--- src/rtl/dualmem_pkg.sv ---
// Shared types and helpers for the dual-port buffer byte packer.
// DUALMEM_PACK_BIGENDIAN_EN selects big-endian lane order in lane_idx().
package dualmem_pkg;

    localparam int DUALMEM_BYTES      = 8;
    localparam int DUALMEM_ADDR_WIDTH = 9;

    typedef enum logic [1:0] {
        S_IDLE,
        S_RECV,
        S_DROP,
        S_DONE
    } dm_state_e;

    // Maps the k-th byte of a word onto its byte lane.
    function automatic logic [2:0] lane_idx(input logic [2:0] k);
`ifdef DUALMEM_PACK_BIGENDIAN_EN
        return 3'd7 - k;
`else
        return k;
`endif
    endfunction

endpackage

--- src/rtl/dualmem_word_acc.sv ---
// Byte-to-word accumulator: lane counter, packing register and byte mask.
// The word and mask outputs already include the byte being pushed this cycle.
module dualmem_word_acc
    import dualmem_pkg::*;
(
    input  logic        clk,
    input  logic        rst,
    input  logic        clr,
    input  logic        push,
    input  logic        last,
    input  logic [7:0]  din,
    output logic        empty,
    output logic        emit,
    output logic [63:0] word,
    output logic [7:0]  mask
);

    logic [2:0]  cnt_q,  cnt_d;
    logic [63:0] data_q, data_d;
    logic [7:0]  mask_q, mask_d;
    logic [2:0]  lane;

    always_comb begin
        lane  = lane_idx(cnt_q);
        word  = data_q;
        mask  = mask_q;
        if (push) begin
            word[{lane, 3'b000} +: 8] = din;
            mask[lane]                = 1'b1;
        end
        emit  = push && ((cnt_q == 3'd7) || last);
        empty = (cnt_q == 3'd0);

        cnt_d  = cnt_q;
        data_d = data_q;
        mask_d = mask_q;
        // Emitting hands the word off, so the accumulator starts fresh next cycle.
        if (clr || emit) begin
            cnt_d  = 3'd0;
            data_d = '0;
            mask_d = '0;
        end else if (push) begin
            cnt_d  = cnt_q + 3'd1;
            data_d = word;
            mask_d = mask;
        end
    end

    always_ff @(posedge clk or posedge rst) begin
        if (rst) begin
            cnt_q  <= '0;
            data_q <= '0;
            mask_q <= '0;
        end else begin
            cnt_q  <= cnt_d;
            data_q <= data_d;
            mask_q <= mask_d;
        end
    end

endmodule

--- src/rtl/dualmem_byte_packer.sv ---
// Packs a framed byte stream into 64-bit words written through one buffer port.
// Build option: DUALMEM_PACK_BIGENDIAN_EN (big-endian lane order, see dualmem_pkg).
module dualmem_byte_packer
    import dualmem_pkg::*;
#(
    parameter int ADDR_WIDTH = DUALMEM_ADDR_WIDTH,
    parameter int LEN_WIDTH  = ADDR_WIDTH + 4
) (
    input  logic                  clk,
    input  logic                  rst,
    input  logic                  start,
    input  logic [ADDR_WIDTH-1:0] base_addr,
    input  logic [7:0]            s_data,
    input  logic                  s_valid,
    input  logic                  s_last,
    output logic                  s_ready,
    output logic                  mem_en,
    output logic [7:0]            mem_we,
    output logic [ADDR_WIDTH-1:0] mem_addr,
    output logic [63:0]           mem_din,
    output logic                  busy,
    output logic                  done,
    output logic [LEN_WIDTH-1:0]  frame_len,
    output logic                  overflow
);

    localparam logic [ADDR_WIDTH:0] WORD_CAP = {1'b1, {ADDR_WIDTH{1'b0}}};

    dm_state_e             state_q, state_d;
    logic [ADDR_WIDTH-1:0] base_q, base_d;
    logic [ADDR_WIDTH:0]   wcnt_q, wcnt_d;
    logic [LEN_WIDTH-1:0]  len_q, len_d;
    logic                  ovf_q, ovf_d;
    logic                  lpend_q, lpend_d;
    logic                  wr_en_q, wr_en_d;
    logic [7:0]            wr_we_q, wr_we_d;
    logic [ADDR_WIDTH-1:0] wr_addr_q, wr_addr_d;
    logic [63:0]           wr_din_q, wr_din_d;

    logic        acc_clr, acc_push, acc_empty, acc_emit;
    logic [63:0] acc_word;
    logic [7:0]  acc_mask;
    logic        accept, full;

    dualmem_word_acc u_acc (
        .clk   (clk),
        .rst   (rst),
        .clr   (acc_clr),
        .push  (acc_push),
        .last  (s_last),
        .din   (s_data),
        .empty (acc_empty),
        .emit  (acc_emit),
        .word  (acc_word),
        .mask  (acc_mask)
    );

    always_comb begin
        state_d  = state_q;
        base_d   = base_q;
        wcnt_d   = wcnt_q;
        len_d    = len_q;
        ovf_d    = ovf_q;
        lpend_d  = lpend_q;
        acc_clr  = 1'b0;
        acc_push = 1'b0;
        s_ready  = 1'b0;
        done     = 1'b0;
        busy     = (state_q != S_IDLE);
        accept   = 1'b0;
        full     = (wcnt_q == WORD_CAP) && acc_empty;

        case (state_q)
            S_IDLE: begin
                if (start) begin
                    state_d = S_RECV;
                    base_d  = base_addr;
                    wcnt_d  = '0;
                    len_d   = '0;
                    ovf_d   = 1'b0;
                    lpend_d = 1'b0;
                    acc_clr = 1'b1;
                end
            end
            S_RECV: begin
                // After s_last the final write goes out first; done follows a cycle later.
                if (lpend_q) begin
                    lpend_d = 1'b0;
                    state_d = S_DONE;
                end else begin
                    s_ready = 1'b1;
                    accept  = s_valid;
                    if (accept) begin
                        if (full) begin
                            ovf_d   = 1'b1;
                            state_d = s_last ? S_DONE : S_DROP;
                        end else begin
                            acc_push = 1'b1;
                            len_d    = len_q + LEN_WIDTH'(1);
                            lpend_d  = s_last;
                        end
                    end
                end
            end
            S_DROP: begin
                s_ready = 1'b1;
                if (s_valid && s_last) state_d = S_DONE;
            end
            S_DONE: begin
                done    = 1'b1;
                state_d = S_IDLE;
            end
            default: state_d = S_IDLE;
        endcase

        if (acc_emit) wcnt_d = wcnt_q + 1'b1;

        wr_en_d   = acc_emit;
        wr_we_d   = acc_emit ? acc_mask : 8'h00;
        wr_din_d  = acc_emit ? acc_word : 64'h0;
        wr_addr_d = acc_emit ? base_q + wcnt_q[ADDR_WIDTH-1:0] : '0;
    end

    always_ff @(posedge clk or posedge rst) begin
        if (rst) begin
            state_q   <= S_IDLE;
            base_q    <= '0;
            wcnt_q    <= '0;
            len_q     <= '0;
            ovf_q     <= 1'b0;
            lpend_q   <= 1'b0;
            wr_en_q   <= 1'b0;
            wr_we_q   <= '0;
            wr_addr_q <= '0;
            wr_din_q  <= '0;
        end else begin
            state_q   <= state_d;
            base_q    <= base_d;
            wcnt_q    <= wcnt_d;
            len_q     <= len_d;
            ovf_q     <= ovf_d;
            lpend_q   <= lpend_d;
            wr_en_q   <= wr_en_d;
            wr_we_q   <= wr_we_d;
            wr_addr_q <= wr_addr_d;
            wr_din_q  <= wr_din_d;
        end
    end

    assign mem_en    = wr_en_q;
    assign mem_we    = wr_we_q;
    assign mem_addr  = wr_addr_q;
    assign mem_din   = wr_din_q;
    assign frame_len = len_q;
    assign overflow  = ovf_q;

endmodule

--- config.mk ---
export PLATFORM = sky130hd
export DESIGN_NAME = dualmem_byte_packer
export DESIGN_NICKNAME = d
export VERILOG_FILES = /design/src/rtl/dualmem_pkg.sv /design/src/rtl/dualmem_word_acc.sv /design/src/rtl/dualmem_byte_packer.sv
export SDC_FILE = /design/constraint.sdc
export NUM_CORES = 1
export LEC_CHECK = 0
export BUFFER_PORTS_ARGS = -buffer_cell sky130_fd_sc_hd__buf_2
export CAP_MARGIN = 30
export CORE_MARGIN = 2
export CORE_UTILIZATION = 55
export CTS_CLUSTER_DIAMETER = 50
export DETAILED_ROUTE_END_ITERATION = 6
export PLACE_DENSITY_LB_ADDON = 0.12
export SYNTH_ARGS = -nofsm -noshare
export SYNTH_HDL_FRONTEND = slang
export SYNTH_SLANG_ARGS = --single-unit
--- constraint.sdc ---
create_clock -name clk -period 5.99 [get_ports clk]
set_input_delay 0.2995 -clock clk [delete_from_list [all_inputs] [get_ports clk]]
set_output_delay 0.2995 -clock clk [all_outputs]
set_load 0.005 [all_outputs]
## Word level (Yosys, flattened, before mapping)

Index checks and enable logic that the tools add are counted.

- Bits in registers: 193
- Input bits: 22
- Output and inout port bits: 99

- Add/sub/neg operators: 5
- Magnitude comparators: 2
- Equal/unequal tests: 13
- Shift-type cells: 2
- Mux-type cells: 47
- Bitwise operators: 1
- Reductions and logical operators: 19

Operator list:

| operator | count |
|---|---|
| $mux 64 | 4 |
| $bwmux 64 | 1 |
| $shift 8x8->64 const A | 1 |
| $shiftx 8x8->64 | 1 |
| $mux 13 | 4 |
| $mux 8 | 4 |
| $mux 10 | 3 |
| $pmux 13 s2 | 1 |
| $mux 1 | 17 |
| $add 13x1->13 const B | 1 |
| $ne 2x2->1 const B | 6 |
| $add 10x1->10 const B | 1 |
| $eq 10x10->1 const B | 1 |
| $mux 2 | 5 |
| $reduce_and 5->1 | 2 |
| $reduce_bool 2->1 | 5 |
| $add 9x9->9 | 1 |
| $mux 9 | 1 |
| $neg 6->8 | 1 |
| $or 8x8->8 | 1 |
| $pmux 2 s4 | 1 |
| $mux 3 | 2 |
| $ne 3x3->1 const B | 2 |
| $pmux 1 s2 | 3 |
| 13 further kinds | 20 |

## Logic depth before layout (Yosys ltp)

- Depth in word-level cells: 9
- Mapped depth: 9
- Mapped depth without buffers: 8

## By module

From an unflattened synthesis, not the netlist that was laid out.

- Cells, all modules: 722
- Area, all modules: 8742.1 um2

By module, submodules not included:

| module | instances | cells an instance | area each (um2) |
|---|---|---|---|
| dualmem_byte_packer | 1 | 413 | 4879.7 |
| dualmem_word_acc | 1 | 309 | 3862.5 |

## Least setup slack after synthesis

No wires, ideal clock.

- Kind: reg-to-reg
- From: reg u_acc.cnt_q[1]
- To: reg u_acc.data_q[24]
- Setup time: 121 ps
- Arrival: 2280 ps
- Required time: 5869 ps
- Path slack: 3589 ps
- Cell stages (with the launch flop): 9
- Path buffers: 1
- Clock period less this slack: 2401 ps
- Path through: dfrtp_1 inv_1 ha_1 ha_1 clkbuf_1 nand2_1 nor3_1 o21ai_2 a22o_1

- Word-level cells in the longest chain between the ends: 9

RTL lines:

| element | RTL line | source |
|---|---|---|
| start, declared | dualmem_word_acc.sv:18 | `logic [2:0] cnt_q, cnt_d;` |
| start signal, assigned | dualmem_word_acc.sv:55 | `cnt_q <= cnt_d;` |
| parallel branches: the longest is 9 deep, another holds $neg 6->8 | -- |  |
| end signal, assigned | dualmem_word_acc.sv:56 | `data_q <= data_d;` |
| end, declared | dualmem_word_acc.sv:19 | `logic [63:0] data_q, data_d;` |

Several ways; the timed one is not identified. The select of a mux whose other input is x is not followed.
A chain may end at the register's enable or synchronous reset.

## Worst setup path after layout

- From: reg u_acc.cnt_q[0]
- To: reg u_acc.data_q[57]

The elaborated chain is that of the path after synthesis.

==> results.py <==
metrics = {
    "clock_network": {
        "clk_pin_slew_ps": 60,
        "cts_resized": 0,
        "cts_root_buf": "clkbuf_16",
        "numCtsBuffers": 17,
        "cts_tree": "built",
        "htreeDepth": 4,
        "hold_buffers": 1,
        "clock-sinks": 193,
        "clk_latency_ps": 430,
        "cts_max_path_buffers": 2,
        "post_cts_buffers": 0,
    },
    "worst_hold_path": {
        "min_path_type": "input port to flop",
    },
    "detailed_routing": {
        "drc": 0,
        "drt_iter0_markers": 572,
        "ant_nets": 0,
        "vias_per_cell": 5.80,
        "drt_pass1_iterations": 5,
        "wirelength_um": 19100,
        "num_vias": 6245,
        "wl_per_cell_um": 17.7,
    },
    "timing": {
        "setup_viol": 0,
        "fin_hold_ws_ps": 94.6,
        "finalCritPeriodShare": 0.588,
        "slew_viol_final": 0,
        "tns_ps": 0,
        "worst_pin_slew_ps": 1000,
        "rsz0062_at_grt": "false",
        "clock_skew_ps": 8.63,
        "fmax_mhz": 284,
        "period_needed_ps": 3520,
        "hold_viol_final": 0,
        "slew_headroom": 0.326,
    },
    "die": {
        "dieHeight_um": 127,
        "die_w_um": 127,
        "placementRows": 44,
        "start_util": 0.565,
        "dieArea_um2": 16000,
        "io_pins": 121,
        "design.core.area_um2": 14600,
    },
    "worst_setup_path": {
        "start_kind": "flop",
        "worstSetupPathType": "flop to flop",
        "cp_max_fo": 16,
        "required_ps": 6360,
        "critPathCaptureType": "flop",
        "worst_ep_arrival_time_ps": 3890,
    },
    "finish": {
        "syn_to_final_growth_pct": 16.2,
        "antennaDiodeCount": 0,
        "final_cells": 1076,
        "final_nets": 923,
        "drive_above_1_share": 0.202,
        "fill_cells": 1161,
    },
    "placed_design": {
        "place.gp.congestion": 0.831,
        "port_buffers": 120,
        "dp_cells": 1043,
        "dp_hpwl_um": 12400,
    },
    "synthesis": {
        "yosysMostFrequentCell": "dfrtp_1",
        "synth_area_leaders": "dfrtp_1, a22o_1, nand2_1, a21oi_1, ha_1",
        "ys_types": 61,
        "yosysSeqAreaShare": 0.583,
        "synth_edf_count": 0,
        "synth_flop_cell": "dfrtp_1",
        "syn_avg_cell_area_um2": 10.7,
        "synth_area_um2": 8280,
        "async_flop_share": 1.00,
        "yosys.area.top_type": "dfrtp_1",
        "syn_nets": 817,
        "synth_seq_cells": 193,
        "synthTopCellsByCount": "dfrtp_1, nand2_1, nor2_1",
        "ys_warn_count": 0,
        "synth_top_area_frac": 0.583,
        "syn_inst": 773,
    },
    "grt": {
        "grt_pass1_wl_um": 30900,
        "grt_overflow": 0,
        "grt_start_max_net_pins": 77,
        "antenna_found_initial": 0,
        "grt_util_all_layers": 0.244,
        "first_global_vias": 6041,
    },
    "power": {
        "leakage_nw": 4.72,
        "p_per_area_nw_per_um2": 374,
        "ir_worst_vdd_mv": 0.242,
    },
    "flow_run": {
        "max-cap-violations": 0,
    },
    "outcome": {
        "status": "completed",
    },
}
kinds of logic after synthesis:
kind of cell / share of synthesized area
simple gates: 0.147
compound gates: 0.168
flops: 0.583
buf+inv: 0.0287
fa+ha+maj: 0.0342
mux: 0.0218
xor+xnor: 0.0169
worst max-delay path: stages (launching register included):
cell,delay [ps]
dfrtp_1,620
inv_1,160
ha_1,250
ha_1,210
nand4bb_1,290
o31a_1,570
nand3_2,490
o21ai_1,610
a22o_1,240
stage by stage:
| step | setup WS (ps) | power [mW] | util | cell area (um2) |
|---|---|---|---|---|
| after floorplan | 435 | 2.21 | - | 8280 |
| after global placement | 2760 | 2.42 | 0.613 | 8970 |
| after detailed placement | 2550 | 2.46 | 0.615 | 9010 |
| after CTS | 2500 | 3.61 | 0.657 | 9620 |
| after global routing | 2170 | 3.78 | 0.657 | 9620 |
| final | 2470 | 3.60 | 0.657 | 9620 |
layout by cell type (no fill, tap or decap), drive strengths merged, types with 5 or more instances in the layout:
| cell type | count |
|---|---|
| nand2 | 139 |
| clkinv | 5 |
| nor2b | 5 |
| nand2b | 6 |
| nand3 | 14 |
| mux2i | 9 |
| mux2 | 8 |
| nor2 | 67 |
| nor4 | 7 |
| a21oi | 65 |
| inv | 17 |
| buf | 126 |
| ha | 21 |
| xnor2 | 12 |
| and3 | 6 |
| nor3 | 9 |
| clkbuf | 22 |
| dfrtp | 193 |
| o21ai | 30 |
| a22o | 66 |
state kept, by name (all words and copies together), names as in the netlist:
register / cells
u_acc.cnt_q: 3
mem_en: 1
state_q: 2
overflow: 1
base_q: 9
mem_din: 64
u_acc.data_q: 64
u_acc.mask_q: 8
mem_addr: 9
mem_we: 8
wcnt_q: 10
frame_len: 13
lpend_q: 1
report_power, final:
part           total, mW  internal [mW]  leakage (nW)  switching (mW)
sequential          1.51           1.42          2.66          0.0885
clock               1.15          0.677         0.290           0.474
combinational      0.935          0.333          1.77           0.602
total               3.60           2.43          4.72            1.16
final cells by class:
cell class / count / area, um2 / share of cell area
Sequential cell: 193 / 4830 / 0.502
Multi-Input combinational cell: 523 / 3220 / 0.335
Timing Repair Buffer: 127 / 671 / 0.0697
Clock buffer: 22 / 464 / 0.0483
Tap cell: 184 / 230 / 0.0239
Clock inverter: 10 / 134 / 0.0139
Inverter: 17 / 68.8 / 0.00715
final timing paths:
kind                                      start                to  slack (ps)  cells after the start
worst max-delay path             u_acc.cnt_q[0]  u_acc.data_q[57]        2470                      8
worst max register to register   u_acc.cnt_q[0]  u_acc.data_q[57]        2470                      8
worst min register to register  u_acc.mask_q[3]   u_acc.mask_q[3]         490                      2
min in group asynchronous                   rst       mem_addr[7]         480                      3
max in group asynchronous                   rst  u_acc.data_q[38]        3880                      5
worst min-delay path               base_addr[1]         base_q[1]          90                      3
per-layer routing:
layer / GRT usage / vias up / share of wire
met1: 0.369 / 3079 / 0.48
met4: 0.0679 / 0 / 0.013
met3: 0.0586 / 27 / 0.063
met2: 0.359 / 227 / 0.45
li1: - / 2912 / -
met5: 0 / - / 0
(Power assumes the default switching activity.)
